$ cat config.mk
export PLATFORM = sky130hd
export DESIGN_NAME = fifo_wr_arb
export DESIGN_NICKNAME = d
export VERILOG_FILES = /design/src/rtl/fifo_arb_pkg.sv /design/src/rtl/fifo_wr_arb_rr_pick.sv /design/src/rtl/fifo_wr_arb.sv
export SDC_FILE = /design/constraint.sdc
export NUM_CORES = 1
export LEC_CHECK = 0
export BUFFER_PORTS_ARGS = -buffer_cell sky130_fd_sc_hd__buf_2
export CAP_MARGIN = 20
export CELL_PAD_IN_SITES_DETAIL_PLACEMENT = 0
export CELL_PAD_IN_SITES_GLOBAL_PLACEMENT = 1
export CORE_AREA = 2 2 55 96
export DETAILED_ROUTE_END_ITERATION = 8
export DIE_AREA = 0 0 57 98
export GPL_TIMING_DRIVEN = 0
export PLACE_DENSITY = 0.79
export SLEW_MARGIN = 20
export SYNTH_ARGS = -nofsm -noshare
export SYNTH_HDL_FRONTEND = slang
export SYNTH_SLANG_ARGS = --single-unit
$ cat constraint.sdc
create_clock -name wr_clk -period 3.6 [get_ports wr_clk]
set_clock_uncertainty 0.05 [all_clocks]
set_input_delay 0.72 -clock wr_clk [delete_from_list [all_inputs] [get_ports wr_clk]]
set_output_delay 0.72 -clock wr_clk [all_outputs]
set_load 0.005 [all_outputs]
$ cat src/rtl/fifo_arb_pkg.sv
// Shared types and defaults for the FIFO write-port arbiters.
// Holds the arbiter state encoding and the beat counter width helper.
package fifo_arb_pkg;

  localparam int unsigned N_REQ_DEF     = 4;
  localparam int unsigned DATA_W_DEF    = 8;
  localparam int unsigned BURST_LEN_DEF = 16;

  typedef enum logic {
    IDLE,
    BURST
  } arb_state_t;

  // Counter must be able to hold BURST_LEN itself, not just BURST_LEN-1.
  function automatic int unsigned cnt_w(input int unsigned burst_len);
    return $clog2(burst_len + 1);
  endfunction

endpackage

$ cat src/rtl/fifo_wr_arb_rr_pick.sv
// Combinational round-robin picker: first set request at or above ptr, wrapping.
// Produces the winner as one-hot and as an index, plus an any-request flag.
module rr_pick #(
  parameter  int unsigned N  = 4,
  localparam int unsigned IW = $clog2(N)
) (
  input  logic [N-1:0]  req,
  input  logic [IW-1:0] ptr,
  output logic [N-1:0]  onehot,
  output logic [IW-1:0] idx,
  output logic          any
);

  int unsigned cand;

  always_comb begin
    onehot = '0;
    idx    = '0;
    any    = 1'b0;
    cand   = 0;
    for (int unsigned k = 0; k < N; k++) begin
      cand = (32'(ptr) + k) % N;
      if (!any && req[cand]) begin
        any          = 1'b1;
        idx          = IW'(cand);
        onehot[cand] = 1'b1;
      end
    end
  end

endmodule

$ cat src/rtl/fifo_wr_arb.sv
// Round-robin burst arbiter sharing one FIFO write port among N_REQ producers.
// Grants one requester for up to BURST_LEN beats; stalls on almost_full/full.
module fifo_wr_arb
  import fifo_arb_pkg::*;
#(
  parameter int unsigned N_REQ     = N_REQ_DEF,
  parameter int unsigned DATA_W    = DATA_W_DEF,
  parameter int unsigned BURST_LEN = BURST_LEN_DEF
) (
  input  logic                      wr_clk,
  input  logic                      rst,
  input  logic [N_REQ-1:0]          req,
  input  logic [N_REQ-1:0]          req_valid,
  input  logic [N_REQ*DATA_W-1:0]   req_data,
  output logic [N_REQ-1:0]          req_ready,
  output logic [N_REQ-1:0]          gnt,
  input  logic                      full,
  input  logic                      almost_full,
  input  logic                      wr_rst_busy,
  output logic                      fifo_wr_en,
  output logic [DATA_W-1:0]         fifo_wr_data,
  output logic                      burst_done
);

  localparam int unsigned IW = $clog2(N_REQ);
  localparam int unsigned CW = cnt_w(BURST_LEN);

  arb_state_t        state, state_nx;
  logic [N_REQ-1:0]  gnt_nx;
  logic [IW-1:0]     g_idx, g_idx_nx;
  logic [CW-1:0]     beat_cnt, beat_cnt_nx;
  logic [IW-1:0]     rr_ptr, rr_ptr_nx;
  logic              wr_en_nx;
  logic [DATA_W-1:0] wr_data_nx;
  logic              done_nx;
  logic              ready_on;
  logic              accept;
  logic [DATA_W-1:0] g_data;

  logic [N_REQ-1:0]  pick_onehot;
  logic [IW-1:0]     pick_idx;
  logic              pick_any;

  rr_pick #(.N(N_REQ)) u_pick (
    .req    (req),
    .ptr    (rr_ptr),
    .onehot (pick_onehot),
    .idx    (pick_idx),
    .any    (pick_any)
  );

  assign ready_on = ~almost_full & ~full & ~wr_rst_busy;
  assign g_data   = req_data[32'(g_idx)*DATA_W +: DATA_W];

  always_comb begin
    state_nx    = state;
    gnt_nx      = gnt;
    g_idx_nx    = g_idx;
    beat_cnt_nx = beat_cnt;
    rr_ptr_nx   = rr_ptr;
    wr_en_nx    = 1'b0;
    wr_data_nx  = fifo_wr_data;
    done_nx     = 1'b0;
    req_ready   = '0;
    accept      = 1'b0;
    case (state)
      IDLE: begin
        if (!wr_rst_busy && pick_any) begin
          state_nx    = BURST;
          gnt_nx      = pick_onehot;
          g_idx_nx    = pick_idx;
          beat_cnt_nx = '0;
        end
      end
      BURST: begin
        req_ready[g_idx] = ready_on;
        accept           = req_valid[g_idx] & ready_on;
        if (accept) begin
          wr_en_nx    = 1'b1;
          wr_data_nx  = g_data;
          beat_cnt_nx = CW'(beat_cnt + 1'b1);
        end
        // A beat accepted together with a dropped req is still written; the burst ends.
        if (wr_rst_busy || !req[g_idx] ||
            (accept && beat_cnt == CW'(BURST_LEN - 1))) begin
          state_nx  = IDLE;
          gnt_nx    = '0;
          done_nx   = 1'b1;
          rr_ptr_nx = (g_idx == IW'(N_REQ - 1)) ? '0 : IW'(g_idx + 1'b1);
        end
      end
      default: state_nx = IDLE;
    endcase
  end

  always_ff @(posedge wr_clk) begin
    if (rst) begin
      state        <= IDLE;
      gnt          <= '0;
      g_idx        <= '0;
      beat_cnt     <= '0;
      rr_ptr       <= '0;
      fifo_wr_en   <= 1'b0;
      fifo_wr_data <= '0;
      burst_done   <= 1'b0;
    end else begin
      state        <= state_nx;
      gnt          <= gnt_nx;
      g_idx        <= g_idx_nx;
      beat_cnt     <= beat_cnt_nx;
      rr_ptr       <= rr_ptr_nx;
      fifo_wr_en   <= wr_en_nx;
      fifo_wr_data <= wr_data_nx;
      burst_done   <= done_nx;
    end
  end

endmodule

==> results of run 1 <==
[registers in the layout, indices dropped and copies added (netlist names)]
register and flops:
burst_done 1, g_idx 2, gnt 4, state 1, beat_cnt 5, fifo_wr_en 1, fifo_wr_data 8, rr_ptr 2
[cells in the mapped netlist, types with 2 or more instances]
| cell type | instances | area share [%] |
|---|---|---|
| a21oi_1 | 13 | 3.7 |
| a221o_1 | 4 | 2.3 |
| a221oi_1 | 4 | 2.0 |
| a22o_1 | 2 | 1.0 |
| and2_1 | 5 | 1.8 |
| buf_2 | 7 | 2.0 |
| clkbuf_1 | 4 | 0.86 |
| dfxtp_1 | 24 | 28 |
| ha_1 | 14 | 10 |
| inv_1 | 6 | 1.3 |
| mux4_2 | 12 | 15 |
| nand2_1 | 23 | 4.9 |
| nand2b_1 | 3 | 1.1 |
| nand3_1 | 2 | 0.57 |
| nand3b_1 | 2 | 0.86 |
| nand4b_1 | 2 | 1.0 |
| nor2_1 | 13 | 2.8 |
| nor2b_1 | 7 | 2.5 |
| nor3_1 | 7 | 2.0 |
| o21ai_0 | 3 | 0.86 |
[critical path, stage by stage (launching register included)]
cell and delay (ps):
dfxtp_1 560, buf_2 290, inv_1 130, ha_1 290
clkbuf_1 320, mux4_2 460, a221oi_1 350, nor3_1 90
a221o_1 260
[cell families (layout without fill, tap and decap cells)]
family / Yosys count / in the layout / share of synthesized area, %
and+or+nand+nor: 77 / 77 / 24.7
AOI/OAI and AO/OA: 38 / 38 / 16.3
DFF: 24 / 24 / 27.5
buffers and inverters: 18 / 83 / 4.80
adders and majority gates: 14 / 14 / 10.0
muxes: 13 / 13 / 16.1
xor gates and xnor gates: 1 / 1 / 0.502
[area by class of cell]
type,instances,area (µm²)
fill,488,2660
multi-input combinational,143,1180
sequential,24,480
timing repair buffer,61,305
tap,54,67.6
buffer,12,61.3
clock buffer,3,41.3
clock inverter,1,30.0
inverter,6,22.5
[per-layer routing]
metal | GRT usage [%] | vias to the layer above
met5 | 0 | -
met4 | 7.69 | 0
met3 | 1.59 | 10
met2 | 35.5 | 48
met1 | 17.1 | 761
li1 | - | 811
[layout by cell type (no fill, tap or decap), drive strengths merged, types with 2 or more instances in the layout]
cell type	instances
a211oi	2
a21oi	13
a221o	4
a221oi	4
a22o	2
and2	5
and3	2
buf	69
clkbuf	7
dfxtp	24
ha	14
inv	6
mux4	12
nand2	23
nand2b	4
nand3	2
nand3b	2
nand4b	2
nor2	13
nor2b	8
nor3	7
nor3b	2
nor4b	2
o21ai	4
[stage by stage]
| stage | util (%) | std cells | hold slack (ps) |
|---|---|---|---|
| global placement | 43.7 | 300 | 389 |
| global route | 45.1 | 304 | 432 |
| CTS | 45.1 | 304 | 411 |
| finish | 45.1 | 304 | 407 |
| detailed placement | 43.7 | 300 | 398 |
| floorplan | - | 185 | 399 |
[where the power goes]
group / total (mW) / leakage (nW) / switching (mW) / internal (mW)
sequential: 0.287 / 0.195 / 0.0117 / 0.275
clock: 0.239 / 0.0357 / 0.0900 / 0.149
combinational: 0.183 / 0.714 / 0.0897 / 0.0928
total: 0.708 / 0.944 / 0.191 / 0.517
[final timing paths]
| kind | from | end |
|---|---|---|
| max | rr_ptr[0] | gnt[2] |
| min | fifo_wr_data[7] | fifo_wr_data[7] |
| max reg2reg | rr_ptr[0] | gnt[2] |
| min reg2reg | fifo_wr_data[7] | fifo_wr_data[7] |
==> impl_metrics.csv, run 1 <==
group,metric,value,unit
run_status,status,"finished, final reports clean",
clock_network,clock_latency_at_the_later_pin_of_the_worst_skew_pair,270,ps
clock_network,cts_post_setup_buffers_inserted,0,
route,routed_length_on_met3,182,µm
synthesis,number_of_distinct_library_cells_after_synthesis,48,
clock_network,cts_buffers,3,
synthesis,synth_fp_nets,244,
critical_path,worst_setup_path_start_kind,"flip-flop",
route,drt_pre_antenna_iters,4,
sta,achievable-frequency,347,MHz
critical_path,reg2reg_depth,8,
cells_and_area,nets,310,
cells_and_area,final_cell_area,2190,µm²
route,dr_wl_met2,2760,µm
route,drc_errors,0,
clock_network,cts-resized-gates,0,
place,globalplace.congestion,0.782,
route,detail_routed_via_count_per_cell,5.36,
floorplanning,dieWidth,57,µm
place,dpl_worst_slack,748,ps
sta,final-setup-viol-count,0,
min_path,hold_class,"reg -> reg",
global_routing,globalRouteTotalUtil,17.7,%
route,ant_nets,0,
floorplanning,std_cell_rows,34,
synthesis,ys_seq_elements,24,
sta,final_hold_viols,0,
clock_network,cts.clk_slew.worst_paths,90,ps
synthesis,postSynth.topFlopCell,"dfxtp_1",
place,placed_area,2120,µm²
global_routing,grt_first_pass_wirelength,7820,µm
sta,max-slew-margin-rel,56.0,%
global_routing,grt_start_max_net_pins,15,
critical_path,arrival,3000,ps
floorplanning,placeableCoreArea,4850,µm²
synthesis,number_of_flops_mapped_to_enable_cells_by_yosys,0,
sta,final.min_clock_period,2880,ps
floorplanning,num_io_pins,63,
place,dp.final_hpwl,3830,µm
route,route.vias.total,1630,
job,cap_violations,0,
clock_network,cts_hold_repair.buffers,0,
clock_network,cts_tree,"built",
cells_and_area,antenna-diode-count,0,
pwr,static_power_due_to_leakage,0.944,nW
global_routing,via_count_of_the_first_global_routing_pass,1685,
route,routedLengthMet1,1610,µm
clock_network,clock-root-buffer,"clkbuf_8",
floorplanning,initial_utilization,36.0,%
pwr,peakVddDrop,0.264,mV
sta,worst_pin_slew,660,ps
sta,grt_setup_unrepaired,"false",
route,wl,4690,µm
synthesis,synthesis.area_per_instance,9.43,µm²
route,route.detailed.wl_per_inst,15.4,µm
min_path,worstHoldPathCells,2,
synthesis,syn-cell-area,1750,µm²
critical_path,crit_type,"reg -> reg",
route,top_layer_used,"met4",
critical_path,r2r_setup_slack,720,ps
place,numPortBuffers,61,
floorplanning,design.die.area,5590,µm²
pwr,total_power,0.708,mW
clock_network,ctsLongestPathBuffers,2,
synthesis,post_synth_inst_count,185,
cells_and_area,drive_above_1_share,37.2,%
critical_path,critical_path.max_fanout,10,
route,initialDrtViolationCount,55,
floorplanning,vertical_die_dimension,98,µm
sta,layout_worst_path_cycle_share,80.0,%
critical_path,cp.required,3720,ps
synthesis,synthArstFlopShare,0,%
global_routing,initial_antenna_violation_count,0,
pwr,powerDensity,323,nW/µm²
global_routing,grt_overflow,0,
synthesis,ys.warnings.count,0,
sta,fin_setup_tns,0,ps
clock_network,cts.sink_count,24,
sta,layout_setup_ws,718,ps
synthesis,seq_total_area_yosys,27.5,%
sta,slew_violations,0,
cells_and_area,syn2layout_area_growth,25.4,%
critical_path,endpoint_kind,"flip-flop",
clock_network,cts-htree-levels,1,
No activity file was read; power rests on OpenSTA's default activity.
==> run 2, diff against run 1 <==
--- a/config.mk
+++ b/config.mk
@@ -9,11 +9,11 @@
 export CAP_MARGIN = 20
 export CELL_PAD_IN_SITES_DETAIL_PLACEMENT = 0
 export CELL_PAD_IN_SITES_GLOBAL_PLACEMENT = 1
-export CORE_AREA = 2 2 55 96
+export CORE_AREA = 2 2 58 102
 export DETAILED_ROUTE_END_ITERATION = 8
-export DIE_AREA = 0 0 57 98
+export DIE_AREA = 0 0 60 104
 export GPL_TIMING_DRIVEN = 0
-export PLACE_DENSITY = 0.79
+export PLACE_DENSITY = 0.74
 export SLEW_MARGIN = 20
 export SYNTH_ARGS = -nofsm -noshare
 export SYNTH_HDL_FRONTEND = slang
==> constraint.sdc (replaced) <==
create_clock -name wr_clk -period 2.34 [get_ports wr_clk]
set_clock_uncertainty 0.05 [all_clocks]
set_input_delay 0.468 -clock wr_clk [delete_from_list [all_inputs] [get_ports wr_clk]]
set_output_delay 0.468 -clock wr_clk [all_outputs]
set_load 0.005 [all_outputs]
==> impl_metrics.csv, run 2 (same netlist as run 1, synthesis figures left out) <==
group,metric,value,unit
floorplanning,design.die.area,6240,µm²
global_routing,grt_start_max_net_pins,15,
clock_network,cts_tree,"built",
sta,layout_worst_path_cycle_share,95.7,%
global_routing,grt_overflow,0,
critical_path,reg2reg_depth,9,
sta,max-slew-margin-rel,44.4,%
cells_and_area,fin_cells,328,
route,wl,4840,µm
pwr,powerDensity,487,nW/µm²
critical_path,worst_path_largest_cell_delay,420,ps
cells_and_area,drive_above_1_share,41.7,%
place,dp.final_hpwl,3910,µm
run_status,status,"finished, final reports clean",
min_path,worstHoldPathCells,2,
pwr,total_power,1.11,mW
critical_path,critical_path.max_fanout,10,
clock_network,cts.sink_count,24,
cells_and_area,syn2layout_area_growth,31.0,%
place,globalplace.congestion,0.758,
floorplanning,initial_utilization,32.0,%
clock_network,clock_latency_at_the_later_pin_of_the_worst_skew_pair,270,ps
floorplanning,dieWidth,60,µm
clock_network,cts-htree-levels,1,
clock_network,clock-root-buffer,"clkbuf_8",
min_path,hold_class,"reg -> reg",
global_routing,initial_antenna_violation_count,0,
job,cap_violations,0,
clock_network,cts.clk_slew.worst_paths,90,ps
floorplanning,placeableCoreArea,5450,µm²
place,dpl.cell_count,322,
route,ant_nets,0,
sta,achievable-frequency,447,MHz
cells_and_area,largestRegisters,"fifo_wr_data: 8 flops, beat_cnt: 5 flops, gnt: 4 flops",
sta,final_hold_viols,0,
critical_path,worst_setup_path_start_kind,"flip-flop",
sta,worst_pin_slew,833,ps
cells_and_area,antenna-diode-count,0,
route,route.vias.total,1633,
cells_and_area,nets,312,
place,numPortBuffers,61,
route,drc_errors,0,
cells_and_area,top_register,"fifo_wr_data",
cells_and_area,mostFrequentLayoutCells,"buf_2 (65), nand2_1 (23), dfxtp_1 (22)",
critical_path,cp.required,2510,ps
global_routing,grt_first_pass_wirelength,7670,µm
sta,fin_setup_tns,0,ps
route,detail_routed_via_count_per_cell,4.98,
floorplanning,vertical_die_dimension,104,µm
critical_path,critical_path.slowest_cell,"mux4_2",
floorplanning,std_cell_rows,36,
sta,final.min_clock_period,2240,ps
sta,grt_setup_unrepaired,"false",
pwr,static_power_due_to_leakage,0.973,nW
route,initialDrtViolationCount,46,
global_routing,globalRouteTotalUtil,15.9,%
clock_network,ctsLongestPathBuffers,2,
route,drt_pre_antenna_iters,4,
floorplanning,num_io_pins,63,
sta,final-setup-viol-count,0,
cells_and_area,layout_commonest_cell,"buf_2",
route,route.detailed.wl_per_inst,14.8,µm
sta,slew_violations,0,
critical_path,cp_cell_sequence,"buf_6 -> inv_2 -> ha_1 -> buf_4 -> mux4_2 -> nor2b_4 -> a221oi_2 -> nor3_1 -> a221o_1",
cells_and_area,postLayoutCoreUtil,42.0,%
clock_network,cts_buffers,3,
critical_path,arrival,2410,ps
cells_and_area,largest_register_ffs,8,
global_routing,via_count_of_the_first_global_routing_pass,1673,
critical_path,crit_type,"reg -> reg",
pwr,peakVddDrop,0.218,mV
critical_path,endpoint_kind,"flip-flop",
run 2: changes by cell type in the layout (fill, tap and decap cells not counted), sizes merged:
cell  delta
buf      +2
run 2: what timing repair did:
item | 4_1_cts | 5_1_grt
setup endpoints to repair | 6 | 7
pin swaps | 0 | 3
setup buffers | 1 | 2
resized for setup | 10 | 6
hold buffers | 0 | 0
run 2: power by group:
group          total [mW]  internal (mW)  switching [mW]  leakage [nW]
clock network       0.366          0.229           0.137        0.0357
logic               0.310          0.158           0.152         0.741
registers           0.438          0.423          0.0152         0.196
total                1.11          0.809           0.305         0.973
run 2: layout make-up:
| class | instances | area (µm²) |
|---|---|---|
| clock inverters | 1 | 30.0 |
| inverters | 6 | 22.5 |
| flip-flops and latches | 24 | 488 |
| multi-input cells | 143 | 1210 |
| repair buffers | 64 | 328 |
| well taps | 76 | 95.1 |
| plain buffers | 11 | 68.8 |
| clock buffers | 3 | 41.3 |
| fillers | 574 | 3160 |
run 2: stage by stage:
step / area [µm²] / setup WS, ps / hold slack [ps]
3_3_place_gp: 2150 / -218 / 390
6_report: 2290 / 101 / 404
4_1_cts: 2260 / -6.12 / 407
2_1_floorplan: 1750 / 52.9 / 399
3_5_place_dp: 2150 / -229 / 395
5_1_grt: 2290 / 21.3 / 430
run 2: layer usage:
| metal | wire (µm) | track usage [%] | share of wire, % |
|---|---|---|---|
| met1 | 1650 | 14.4 | 34 |
| met4 | 110 | 7.62 | 2.3 |
| met2 | 2960 | 32.4 | 61 |
| met3 | 117 | 0.498 | 2.4 |
| met5 | 0 | 0 | 0 |
run 2: worst paths after layout:
path / startpoint / slack (ps) / end
max: rr_ptr[0] / 100 / gnt[0]
min: fifo_wr_data[5] / 400 / fifo_wr_data[5]
max reg2reg: rr_ptr[0] / 100 / gnt[0]
min reg2reg: fifo_wr_data[5] / 400 / fifo_wr_data[5]
run 2: worst max-delay path, delay by kind of cell (launching register included):
| kind | cells | cell delay (ps) |
|---|---|---|
| simple gates | 2 | 500 |
| compound gates | 2 | 220 |
| buf+inv | 3 | 370 |
| flops | 1 | 360 |
| mux | 1 | 420 |
| fa+ha+maj | 1 | 280 |
==> run 3, diff against run 2 <==
==> constraint.sdc (replaced) <==
create_clock -name wr_clk -period 2.34 [get_ports wr_clk]
set_clock_uncertainty 0.05 [all_clocks]
set_input_delay 0.468 -clock wr_clk [delete_from_list [all_inputs] [get_ports wr_clk]]
set_output_delay 0.468 -clock wr_clk [all_outputs]
set_load 0.05 [all_outputs]
==> impl_metrics.csv, run 3 (same netlist as run 1, synthesis figures left out) <==
group,metric,value,unit
job,cap_violations,0,
sta,final_hold_viols,0,
cells_and_area,layout_commonest_cell,"buf_2",
pwr,powerDensity,499,nW/µm²
cells_and_area,postLayoutCoreUtil,42.1,%
critical_path,crit_type,"reg -> reg",
floorplanning,initial_utilization,32.0,%
global_routing,grt_first_pass_wirelength,7670,µm
critical_path,critical_path.max_fanout,10,
sta,layout_worst_path_cycle_share,95.6,%
cells_and_area,nets,312,
floorplanning,placeableCoreArea,5450,µm²
route,drc_errors,0,
route,route.vias.total,1643,
route,wl,4860,µm
cells_and_area,syn2layout_area_growth,31.5,%
clock_network,ctsLongestPathBuffers,2,
global_routing,grt_overflow,0,
floorplanning,design.die.area,6240,µm²
critical_path,worst_path_largest_cell_delay,420,ps
sta,max-slew-margin-rel,44.5,%
clock_network,cts_hold_repair.buffers,0,
place,numPortBuffers,61,
cells_and_area,antenna-diode-count,0,
critical_path,endpoint_kind,"flip-flop",
pwr,total_power,1.15,mW
pwr,sequentialPowerShare,38.3,%
sta,slew_violations,0,
pwr,clock_power_share,32.0,%
sta,worst_pin_slew,832,ps
clock_network,cts.clk_slew.worst_paths,90,ps
cells_and_area,fin_cells,328,
floorplanning,vertical_die_dimension,104,µm
pwr,peakVddDrop,0.218,mV
critical_path,cp.required,2460,ps
run_status,status,"finished, final reports clean",
clock_network,cts-htree-levels,1,
global_routing,globalRouteTotalUtil,15.9,%
place,globalplace.congestion,0.758,
place,dpl_worst_slack,-229,ps
cells_and_area,multi_input_comb_area,1220,µm²
pwr,total_switching_power,0.335,mW
global_routing,via_count_of_the_first_global_routing_pass,1679,
route,detail_routed_via_count_per_cell,5.01,
sta,layout_setup_ws,102,ps
clock_network,cts_buffers,3,
min_path,hold_class,"reg -> reg",
critical_path,critical_path.slowest_cell,"mux4_2",
clock_network,clock_latency_at_the_later_pin_of_the_worst_skew_pair,270,ps
route,drt_pre_antenna_iters,4,
sta,final.min_clock_period,2240,ps
cells_and_area,num-fill-cells,576,
place,dpl.cell_count,322,
cells_and_area,largestRegisters,"fifo_wr_data: 8 flops, beat_cnt: 5 flops, gnt: 4 flops",
cells_and_area,mostFrequentLayoutCells,"buf_2 (65), nand2_1 (23), dfxtp_1 (22)",
route,initialDrtViolationCount,48,
critical_path,cp_cell_sequence,"buf_6 -> inv_2 -> ha_1 -> buf_4 -> mux4_2 -> a221oi_2 -> nor3_2 -> a221o_1",
pwr,static_power_due_to_leakage,0.977,nW
cells_and_area,top_register,"fifo_wr_data",
route,ant_nets,0,
floorplanning,dieWidth,60,µm
sta,finalHoldWorstSlack,404,ps
cells_and_area,drive_above_1_share,41.7,%
floorplanning,num_io_pins,63,
sta,grt_setup_unrepaired,"false",
global_routing,grt_start_max_net_pins,15,
clock_network,clock-root-buffer,"clkbuf_8",
cells_and_area,seq_area,488,µm²
sta,achievable-frequency,447,MHz
pwr,internal_power_of_the_cells,0.810,mW
pwr,combPwrFrac,29.8,%
critical_path,arrival,2350,ps
global_routing,initial_antenna_violation_count,0,
clock_network,cts_tree,"built",
floorplanning,std_cell_rows,36,
cells_and_area,largest_register_ffs,8,
place,dp.final_hpwl,3910,µm
critical_path,worst_setup_path_start_kind,"flip-flop",
route,route.detailed.wl_per_inst,14.8,µm
pwr,p_sw_share,29.3,%
clock_network,cts.sink_count,24,
sta,final-setup-viol-count,0,
==> run 3: cell types whose count changed in the layout (fill, tap and decap cells not counted), sizes merged <==
cell,before,now
clkbuf,7,6
buf,71,72
==> run 3: metal layers <==
layer / vias to the layer above / share of wire, % / track usage, % / routed length, µm
li1: 814 / - / - / -
met1: 787 / 34 / 14.3 / 1660
met2: 36 / 61 / 32.4 / 2970
met3: 6 / 2.3 / 0.498 / 112
met4: 0 / 2.3 / 7.62 / 110
met5: - / 0 / 0 / 0
==> run 3: repair_timing <==
item	4_1_cts	5_1_grt
buffers inserted	2	1
endpoints found under the hold margin	0	0
gates resized for setup	12	5
pin swaps	0	3
endpoints found under the setup margin	8	7
gates cloned	0	0
==> run 3: worst max-delay path: cells and delay by family (launching register included) <==
kind	cells	cell delay, ps
simple gates	1	70
buf+inv	3	370
flops	1	360
compound gates	2	590
mux	1	420
fa+ha+maj	1	280
==> run 3: power by group through the flow <==
stage | clock network, mW | registers [mW] | logic [mW]
floorplan | 0 | 0.476 | 0.194
global placement | 0 | 0.452 | 0.311
detailed placement | 0 | 0.452 | 0.314
CTS | 0.373 | 0.439 | 0.339
global route | 0.390 | 0.441 | 0.370
finish | 0.366 | 0.438 | 0.341
==> run 3: worst paths after layout <==
| check | cells after the start | slack, ps | start | endpoint |
|---|---|---|---|---|
| hold reg to reg | 2 | 400 | fifo_wr_data[5] | fifo_wr_data[5] |
| setup / recovery | 8 | 100 | rr_ptr[0] | gnt[3] |
| hold / removal | 2 | 400 | fifo_wr_data[5] | fifo_wr_data[5] |
| setup reg to reg | 8 | 100 | rr_ptr[0] | gnt[3] |
==> run 3: layout make-up <==
type | instances | share of cell area, %
clock inverters | 1 | 1.31
repair buffers | 64 | 14.3
flip-flops and latches | 24 | 21.3
plain buffers | 11 | 3.00
well taps | 76 | 4.14
inverters | 6 | 0.981
multi-input cells | 143 | 53.2
clock buffers | 3 | 1.80
==> run 3: stage by stage <==
step | TNS [ps] | area [µm²]
final | 0 | 2300
after global routing | 0 | 2300
after CTS | 0 | 2280
after detailed placement | -1020 | 2150
after global placement | -1010 | 2150
after floorplan | 0 | 1750
